**config.mk**
```make
export PLATFORM = sky130hd
export DESIGN_NAME = dflow_tuple_unpacker
export DESIGN_NICKNAME = d
export VERILOG_FILES = /design/src/rtl/dflow_tuple_unpacker.sv
export SDC_FILE = /design/constraint.sdc
export NUM_CORES = 2
export LEC_CHECK = 0
export CAP_MARGIN = 10
export CORE_MARGIN = 5
export CORE_UTILIZATION = 58
export CTS_CLUSTER_SIZE = 14
export DETAILED_ROUTE_END_ITERATION = 16
export PLACE_DENSITY_LB_ADDON = 0.12
export SLEW_MARGIN = 20
export SYNTH_ARGS = -nofsm -noshare
export SYNTH_HDL_FRONTEND = slang
export SYNTH_SLANG_ARGS = --single-unit
export TNS_END_PERCENT = 100
```
**constraint.sdc**
```tcl
create_clock -name clk -period 35.2 [get_ports clk]
set_input_delay 7.04 -clock clk [delete_from_list [all_inputs] [get_ports clk]]
set_output_delay 7.04 -clock clk [all_outputs]
set_load 0.02 [all_outputs]
```
**src/rtl/dflow_tuple_unpacker.sv**
```systemverilog
// Buffers 144-bit QDR burst words, unpacks them into five-tuple/length records, paces them by
// the embedded gap and detects end-of-trace. Build macro TUPLE_LEN_CHECK_EN adds a length filter.
module dflow_tuple_unpacker #(
    parameter int FIFO_DATA_WIDTH    = 144,
    parameter int PKT_TUPLE_WIDTH    = 104,
    parameter int PKT_LEN_WIDTH      = 16,
    parameter int GAP_WIDTH          = 22,
    parameter int FIFO_DEPTH_BITS    = 4,
    parameter int NEARLY_FULL_MARGIN = 4,
    parameter int COUNT_WIDTH        = 32
) (
    input  logic                       clk,
    input  logic                       rst,
    input  logic                       sw_rst,
    input  logic                       fifo_wr_en,
    input  logic [FIFO_DATA_WIDTH-1:0] fifo_data,
    output logic                       fifo_nearly_full,
    output logic [PKT_TUPLE_WIDTH-1:0] fivetuple_data_out,
    output logic [PKT_LEN_WIDTH-1:0]   pkt_len_out,
    output logic                       tuple_out_vld,
    input  logic                       tuple_out_ready,
    output logic                       replay_done,
    output logic [COUNT_WIDTH-1:0]     tuple_count,
    output logic [COUNT_WIDTH-1:0]     drop_count,
    output logic [COUNT_WIDTH-1:0]     len_err_count
);

    localparam int DEPTH   = 1 << FIFO_DEPTH_BITS;
    localparam int OCC_W   = FIFO_DEPTH_BITS + 1;
    localparam int LEN_LO  = PKT_TUPLE_WIDTH;
    localparam int GAP_LO  = PKT_TUPLE_WIDTH + PKT_LEN_WIDTH;
    localparam int EOT_BIT = GAP_LO + GAP_WIDTH;
    localparam int VLD_BIT = EOT_BIT + 1;

    typedef enum logic [2:0] {
        S_IDLE,
        S_LOAD,
        S_GAP,
        S_PRESENT,
        S_DONE
    } state_t;

    function automatic logic [COUNT_WIDTH-1:0] sat_inc(input logic [COUNT_WIDTH-1:0] v);
        return (&v) ? v : v + 1'b1;
    endfunction

    logic srst;
    assign srst = rst | sw_rst;

    state_t state_reg;

    // ------------------------------------------------------------------
    // Word FIFO: array storage with a registered read port
    // ------------------------------------------------------------------
    logic [FIFO_DATA_WIDTH-1:0] mem [DEPTH];
    logic [FIFO_DATA_WIDTH-1:0] rd_data_reg;
    logic [FIFO_DEPTH_BITS-1:0] wr_ptr_reg;
    logic [FIFO_DEPTH_BITS-1:0] rd_ptr_reg;
    logic [OCC_W-1:0]           occ_reg;
    logic [OCC_W-1:0]           occ_next;
    logic                       nearly_full_reg;
    logic [COUNT_WIDTH-1:0]     drop_count_reg;
    logic                       fifo_full;
    logic                       fifo_empty;
    logic                       wr_ok;
    logic                       rd_en;

    assign fifo_full  = (occ_reg == OCC_W'(DEPTH));
    assign fifo_empty = (occ_reg == '0);
    // A write into a full FIFO is lost even if a read frees a slot in the same cycle.
    assign wr_ok      = fifo_wr_en & ~fifo_full;
    assign rd_en      = (state_reg == S_IDLE) & ~fifo_empty;

    always_comb begin
        occ_next = occ_reg;
        case ({wr_ok, rd_en})
            2'b10:   occ_next = occ_reg + 1'b1;
            2'b01:   occ_next = occ_reg - 1'b1;
            default: occ_next = occ_reg;
        endcase
    end

    always_ff @(posedge clk) begin
        if (wr_ok) begin
            mem[wr_ptr_reg] <= fifo_data;
        end
        if (rd_en) begin
            rd_data_reg <= mem[rd_ptr_reg];
        end
    end

    always_ff @(posedge clk) begin
        if (srst) begin
            wr_ptr_reg      <= '0;
            rd_ptr_reg      <= '0;
            occ_reg         <= '0;
            nearly_full_reg <= 1'b0;
            drop_count_reg  <= '0;
        end else begin
            if (wr_ok) begin
                wr_ptr_reg <= wr_ptr_reg + 1'b1;
            end
            if (rd_en) begin
                rd_ptr_reg <= rd_ptr_reg + 1'b1;
            end
            if (fifo_wr_en && fifo_full) begin
                drop_count_reg <= sat_inc(drop_count_reg);
            end
            occ_reg         <= occ_next;
            nearly_full_reg <= (occ_next >= OCC_W'(DEPTH - NEARLY_FULL_MARGIN));
        end
    end

    // ------------------------------------------------------------------
    // Word field decode (valid while in LOAD)
    // ------------------------------------------------------------------
    logic [PKT_TUPLE_WIDTH-1:0] w_tuple;
    logic [PKT_LEN_WIDTH-1:0]   w_len;
    logic [GAP_WIDTH-1:0]       w_gap;
    logic                       w_eot;
    logic                       w_valid;

    assign w_tuple = rd_data_reg[PKT_TUPLE_WIDTH-1:0];
    assign w_len   = rd_data_reg[LEN_LO +: PKT_LEN_WIDTH];
    assign w_gap   = rd_data_reg[GAP_LO +: GAP_WIDTH];
    assign w_eot   = rd_data_reg[EOT_BIT];
    assign w_valid = rd_data_reg[VLD_BIT];

`ifdef TUPLE_LEN_CHECK_EN
    localparam int MIN_LEN = 64;
    localparam int MAX_LEN = 1518;

    logic                   len_bad;
    logic [COUNT_WIDTH-1:0] len_err_count_reg;

    assign len_bad       = (w_len < PKT_LEN_WIDTH'(MIN_LEN)) || (w_len > PKT_LEN_WIDTH'(MAX_LEN));
    assign len_err_count = len_err_count_reg;
`else
    assign len_err_count = '0;
`endif

    // ------------------------------------------------------------------
    // Record sequencer
    // ------------------------------------------------------------------
    logic [PKT_TUPLE_WIDTH-1:0] tuple_reg;
    logic [PKT_LEN_WIDTH-1:0]   len_reg;
    logic [GAP_WIDTH-1:0]       gap_cnt_reg;
    logic                       eot_reg;
    logic                       vld_reg;
    logic                       done_reg;
    logic [COUNT_WIDTH-1:0]     tuple_count_reg;

    always_ff @(posedge clk) begin
        if (srst) begin
            state_reg       <= S_IDLE;
            tuple_reg       <= '0;
            len_reg         <= '0;
            gap_cnt_reg     <= '0;
            eot_reg         <= 1'b0;
            vld_reg         <= 1'b0;
            done_reg        <= 1'b0;
            tuple_count_reg <= '0;
`ifdef TUPLE_LEN_CHECK_EN
            len_err_count_reg <= '0;
`endif
        end else begin
            case (state_reg)
                S_IDLE: begin
                    if (!fifo_empty) begin
                        state_reg <= S_LOAD;
                    end
                end
                S_LOAD: begin
                    if (!w_valid) begin
                        // Padding word, or a bare end-of-trace marker
                        if (w_eot) begin
                            state_reg <= S_DONE;
                            done_reg  <= 1'b1;
                        end else begin
                            state_reg <= S_IDLE;
                        end
                    end
`ifdef TUPLE_LEN_CHECK_EN
                    else if (len_bad) begin
                        len_err_count_reg <= sat_inc(len_err_count_reg);
                        if (w_eot) begin
                            state_reg <= S_DONE;
                            done_reg  <= 1'b1;
                        end else begin
                            state_reg <= S_IDLE;
                        end
                    end
`endif
                    else begin
                        tuple_reg <= w_tuple;
                        len_reg   <= w_len;
                        eot_reg   <= w_eot;
                        if (w_gap == '0) begin
                            state_reg <= S_PRESENT;
                            vld_reg   <= 1'b1;
                        end else begin
                            gap_cnt_reg <= w_gap;
                            state_reg   <= S_GAP;
                        end
                    end
                end
                S_GAP: begin
                    gap_cnt_reg <= gap_cnt_reg - 1'b1;
                    if (gap_cnt_reg == GAP_WIDTH'(1)) begin
                        state_reg <= S_PRESENT;
                        vld_reg   <= 1'b1;
                    end
                end
                S_PRESENT: begin
                    if (tuple_out_ready) begin
                        vld_reg         <= 1'b0;
                        tuple_count_reg <= sat_inc(tuple_count_reg);
                        if (eot_reg) begin
                            state_reg <= S_DONE;
                            done_reg  <= 1'b1;
                        end else begin
                            state_reg <= S_IDLE;
                        end
                    end
                end
                S_DONE: begin
                    done_reg <= 1'b1;
                end
                default: begin
                    state_reg <= S_IDLE;
                    vld_reg   <= 1'b0;
                end
            endcase
        end
    end

    assign fifo_nearly_full   = nearly_full_reg;
    assign fivetuple_data_out = tuple_reg;
    assign pkt_len_out        = len_reg;
    assign tuple_out_vld      = vld_reg;
    assign replay_done        = done_reg;
    assign tuple_count        = tuple_count_reg;
    assign drop_count         = drop_count_reg;

endmodule

```
=== Word-level counts from Yosys, hierarchy flattened ===
Memories as Yosys holds them, arrays and structs flattened. A register that Yosys moved wholly into a read port is not among the register bits.
Cells that the tools add are included.

* Register bits after elaboration: 226
* Latch bits: 0
* Bits in writable memories: 2,304
* ROM bits: 0
* Input port bits: 149
* Output and inout port bits: 219
* Word-level logic and storage cells: 88
* Memories kept: 1

{| class="wikitable"
|+ Memory list
! memory !! words !! width !! read ports !! clocked after Yosys merged registers in !! wr ports !! RTL line !! source
|-
| mem || 16 || 144 || 1 || 1 || 1 || 55 || <nowiki>logic [FIFO_DATA_WIDTH-1:0] mem [DEPTH];</nowiki>
|}

* $add $sub $neg: 7
* Multiply operators: 0
* Divide/modulo/power cells: 0
* Magnitude comparators: 1
* Equality and inequality tests: 17
* Shift operators: 0
* Mux-type cells: 24
* Bitwise operators: 9
* Reductions and logical operators: 16

{| class="wikitable"
|+ Operator list
! kind !! number
|-
| adder 32 x 1 -> 32 bit (second input constant) || 2
|-
| AND reduction 32 bit || 2
|-
| 2-to-1 mux 22 bit || 2
|-
| case mux 22 bit (2 select lines) || 1
|-
| equality test 22 x 1 -> 1 bit (second input constant) || 1
|-
| zero test 22 bit || 1
|-
| subtractor 22 x 1 -> 22 bit (second input constant) || 1
|-
| 2-to-1 mux 3 bit || 6
|-
| inequality test 2 bit (second input constant) || 9
|-
| case mux 3 bit (5 select lines) || 1
|-
| 2-to-1 mux 1 bit || 11
|-
| case mux 5 bit (2 select lines) || 1
|-
| AND reduction 5 bit || 2
|-
| adder 4 x 1 -> 4 bit (second input constant) || 2
|-
| equality test 3 x 2 -> 1 bit (second input constant) || 2
|-
| inverter 1 bit || 6
|-
| AND reduction 3 bit || 2
|-
| adder 5 x 1 -> 5 bit (second input constant) || 1
|-
| equality test 5 bit (second input constant) || 1
|-
| >= comparator 5 x 4 -> 1 bit (second input constant) || 1
|-
| zero test 5 bit || 1
|-
| subtractor 5 x 1 -> 5 bit (second input constant) || 1
|-
| case mux 1 bit (4 select lines) || 1
|-
| AND reduction 2 bit || 2
|-
| 13 further kinds || 14
|}

=== Depth between registers and ports, before layout ===
* Word-level depth: 6
* Mapped depth: 11
* Gate-level depth less buffers: 10

=== Worst setup path before layout ===
Ideal clock, no wire load.

* Path kind: input -> register
* Start point: in fifo_wr_en
* End point: mem mem[3][0] (enable)
* Library setup time: 0.823 ns
* Arrival: 17.439 ns
* Required time: 34.377 ns
* Path slack: 16.938 ns
* Cell stages on the path: 3
* Path buffers: 0
* Cell sequence: a21boi_1 > nand2_1 > nor3_1

* Longest elaborated chain between the ends: 3

{| class="wikitable"
|+ RTL lines
! element !! RTL line !! source
|-
| from (decl) || 15 || <nowiki>input logic fifo_wr_en,</nowiki>
|-
| AND 1 bit || 71 || <nowiki>assign wr_ok = fifo_wr_en & ~fifo_full;</nowiki>
|-
| 2-to-1 mux 1 bit || 84 || <nowiki>if (wr_ok) begin</nowiki>
|-
| 2-to-1 mux 1 bit (implied by the code) || 85 || <nowiki>mem[wr_ptr_reg] <= fifo_data;</nowiki>
|-
| to (decl) || 55 ||
|}

Every way passes these cells.

=== Final worst setup path ===
* Start point: in fifo_wr_en
* End point: mem mem[14][87] (enable)

Same word-level chain as after synthesis.

==> out/qor.csv <==
stage,metric,value,unit
run_status,outcome,"finished, final reports clean",
route,viasPerCell,6.247,
global_routing,grt_pass1_wl,332.7,mm
die,rows,152,
die,floorplan.initialDensity,0.5844,
final_layout,nNetsFinal,5291,
timing,fmax,0.1002,GHz
logic_synthesis,synth_top_area_cell,edfxtp_1,
critical_path,reg2reg_from,rd_ptr_reg[0],
route,drt_iter0_markers,4675,
placement,portBuffers,335,
critical_path,cp_slowest_stage_delay,830,ps
timing,max_slew_margin,0.2266,
clock_network,clk_path_buf_depth,4,
global_routing,track_usage,0.2502,
timing,finalCritPeriodShare,0.2835,
global_routing,overflow,0,
critical_path,endpoint_kind,register,
logic_synthesis,synth_edf_count,2448,
worst_hold_path,holdCritPathClass,reg -> reg,
global_routing,antenna_found_initial,33,
timing,period_needed,9981,ps
final_layout,stdcell_count,7651,
final_layout,syn_to_final_growth,14.43,%
logic_synthesis,async_flop_share,0,
placement,place_congestion,0.7752,
logic_synthesis,synth_area,100500,sq um
route,via_count,47800,
logic_synthesis,ys.warnings.count,0,
final_layout,largest_reg_flops,2304,
critical_path,crit_start,fifo_wr_en,
power_and_ir_drop,p_per_area,63.18,nW/um^2
power_and_ir_drop,ir_drop,0.00008357,V
timing,hold_viol_final,0,
logic_synthesis,synth_area_leaders,"edfxtp_1 73%, mux4_2 16%, dfxtp_1 4.5%, nand2_1 1.1%, a21oi_1 0.91%",
logic_synthesis,synth-main-ff-cell,edfxtp_1,
route,drc_errors,0,
route,postRouteAntennaNets,0,
clock_network,cts_tree,built,
critical_path,worst-path-max-fanout,45,
global_routing,grt_pass1_vias,48780,
clock_network,clk_pin_slew_worst_paths,60,ps
route,wire_per_inst,29.12,microns
placement,place_inst,7155,
clock_network,cts_root_buf,clkbuf_16,
clock_network,cts.repair.resized,0,
critical_path,critPathTopFamily,buffers and inverters,
die,chipHeight,426.2,microns
critical_path,crit_required,35700,ps
clock_network,cts_hold_buf,0,
logic_synthesis,synth_top_area_frac,0.7316,
timing,final.setup_skew,45.62,ps
critical_path,path_common_cell,buf_4,
logic_synthesis,ys_ff_latch,2674,
worst_hold_path,holdCritStartpoint,replay_done,
clock_network,htree_num_levels,5,
die,core-area,171900,sq um
route,drtPass1Iterations,5,
route,drt_wl_total,222.8,mm
final_layout,fillers,11090,
clock_network,clock_latency,900,ps
clock_network,cts_setup_buffers,0,
timing,slew_viol_final,0,
flow_run,maxCapViolations,0,
critical_path,crit_chain,clkdlybuf4s50_1 > a21boi_1 > buf_4 > nand2_1 > nor2_4 > buf_4 > buf_4,
timing,rsz0062_at_grt,no,
logic_synthesis,synth_cell_types,65,
die,dieArea,181700,sq um
timing,setup_viol,0,
critical_path,crit_buf_inv,4,
logic_synthesis,syn_area_per_cell,21.50,sq um
die,dieWidth,426.2,microns
global_routing,grt_max_degree,152,
critical_path,critical_path_arrival,10480,ps
placement,place_hpwl,118.8,mm
logic_synthesis,ys_seq_area_frac,0.7767,
die,pin_count,368,
power_and_ir_drop,power_leakage,34.58,nW
critical_path,cp-start-kind,primary input,
final_layout,drive_above_1_share,0.2180,
logic_synthesis,synth_cells,4674,
timing,fin_setup_tns,0,ps
clock_network,cts_buffers,283,
critical_path,crit_type,in -> reg,
clock_network,clock-sinks,2674,
timing,tightest_slew,1160,ps
critical_path,crit_slowest_cell,nor2_4,
[cell type report]
type                            count  area (sq um)  area share
Antenna cell                        7         17.52   0.0001524
Clock buffer                      387          7730     0.06723
Clock inverter                    101         729.5    0.006344
Inverter                           19         71.32   0.0006203
Multi-Input combinational cell   1740         21380      0.1859
Sequential cell                  2674         78050      0.6788
Tap cell                         2310          2890     0.02514
Timing Repair Buffer              413          4109     0.03574
[tightest hold or removal path: stages (launching register included)]
cell     delay [ps]
dfxtp_1         310
inv_1            50
a21oi_1          50
[cells by family after synthesis]
group | Yosys count | share of synthesized area
buffers and inverters | 291 | 0.01303
multiplexers | 724 | 0.1584
XOR/XNOR | 64 | 0.005579
adder cells (fa/ha/maj) | 11 | 0.001370
AO/OA/AOI/OAI | 285 | 0.01625
AND/OR/NAND/NOR | 624 | 0.02864
flip-flops | 2674 | 0.7767
other | 1 | 0.00003732
[routing by layer]
metal / global-route usage / share of wire / vias to the layer above / routed length (microns)
met2: 0.4110 / 0.50 / 1763 / 112400
met4: 0.06167 / 0.021 / 14 / 4658
met1: 0.3630 / 0.41 / 25510 / 91130
li1: - / - / 20160 / -
met5: 0 / 0.00046 / - / 103
met3: 0.03709 / 0.065 / 350 / 14550
[stage by stage]
stage / hold WS (ps) / setup slack [ps] / cell area [sq um] / utilization / power, mW
floorplan: 436.9 / 16940 / 100600 / - / 4.310
global placement: 440.3 / 24330 / 106500 / 0.6194 / 4.583
detailed placement: 441.3 / 24270 / 106500 / 0.6194 / 4.594
CTS: 450.0 / 25220 / 114900 / 0.6686 / 7.332
global route: 465.2 / 25070 / 115000 / 0.6687 / 7.531
finish: 449.7 / 25220 / 115000 / 0.6688 / 7.265
[cells in the final DEF (no fill, tap or decap), drive strengths merged, types with 5 or more instances in the layout]
master and instances:
edfxtp 2448, mux4 693, clkbuf 387, clkdlybuf4s50 335
nand2 297, dfxtp 226, a21oi 183, nor2 122
clkinv 80, buf 78, xnor2 54, nor3 37
nand3 33, nor4 33, a211oi 32, conb 32
mux2i 30, nor2b 30, o21ai 27, inv 26
nand4 14, or3 12, ha 11, xor2 10
bufinv 10, and4 9, a31oi 9, diode 7
nor3b 6, and3 6, o211ai 6, and2 5
nor4b 5
[synth_stat cells, types with 16 or more instances]
library cell  count
edfxtp_1       2448
mux4_2          693
a211oi_1         32
nor2_1          122
nor4_1           30
a21oi_1         183
nand2_1         297
inv_1            19
clkbuf_1        157
nor2b_1          30
dfxtp_1         226
xnor2_1          54
buf_1            16
o21ai_0          26
buf_4            32
buf_2            64
mux2i_1          30
nand3_1          33
nor3_1           37
[report_power, final]
group	total, mW	internal (mW)	switching, mW
registers	3.77	3.70	0.0755
clock network	2.75	1.60	1.14
logic	0.745	0.270	0.475
total	7.26	5.57	1.69
[worst paths after layout]
kind / to / slack, ps / depth (start not counted)
setup reg to reg: rd_data_reg[104] / 30420 / 5
hold / removal: replay_done / 450 / 2
hold reg to reg: replay_done / 450 / 2
setup / recovery: mem[14][87] / 25220 / 7
Power figures use the tool's default switching activity.
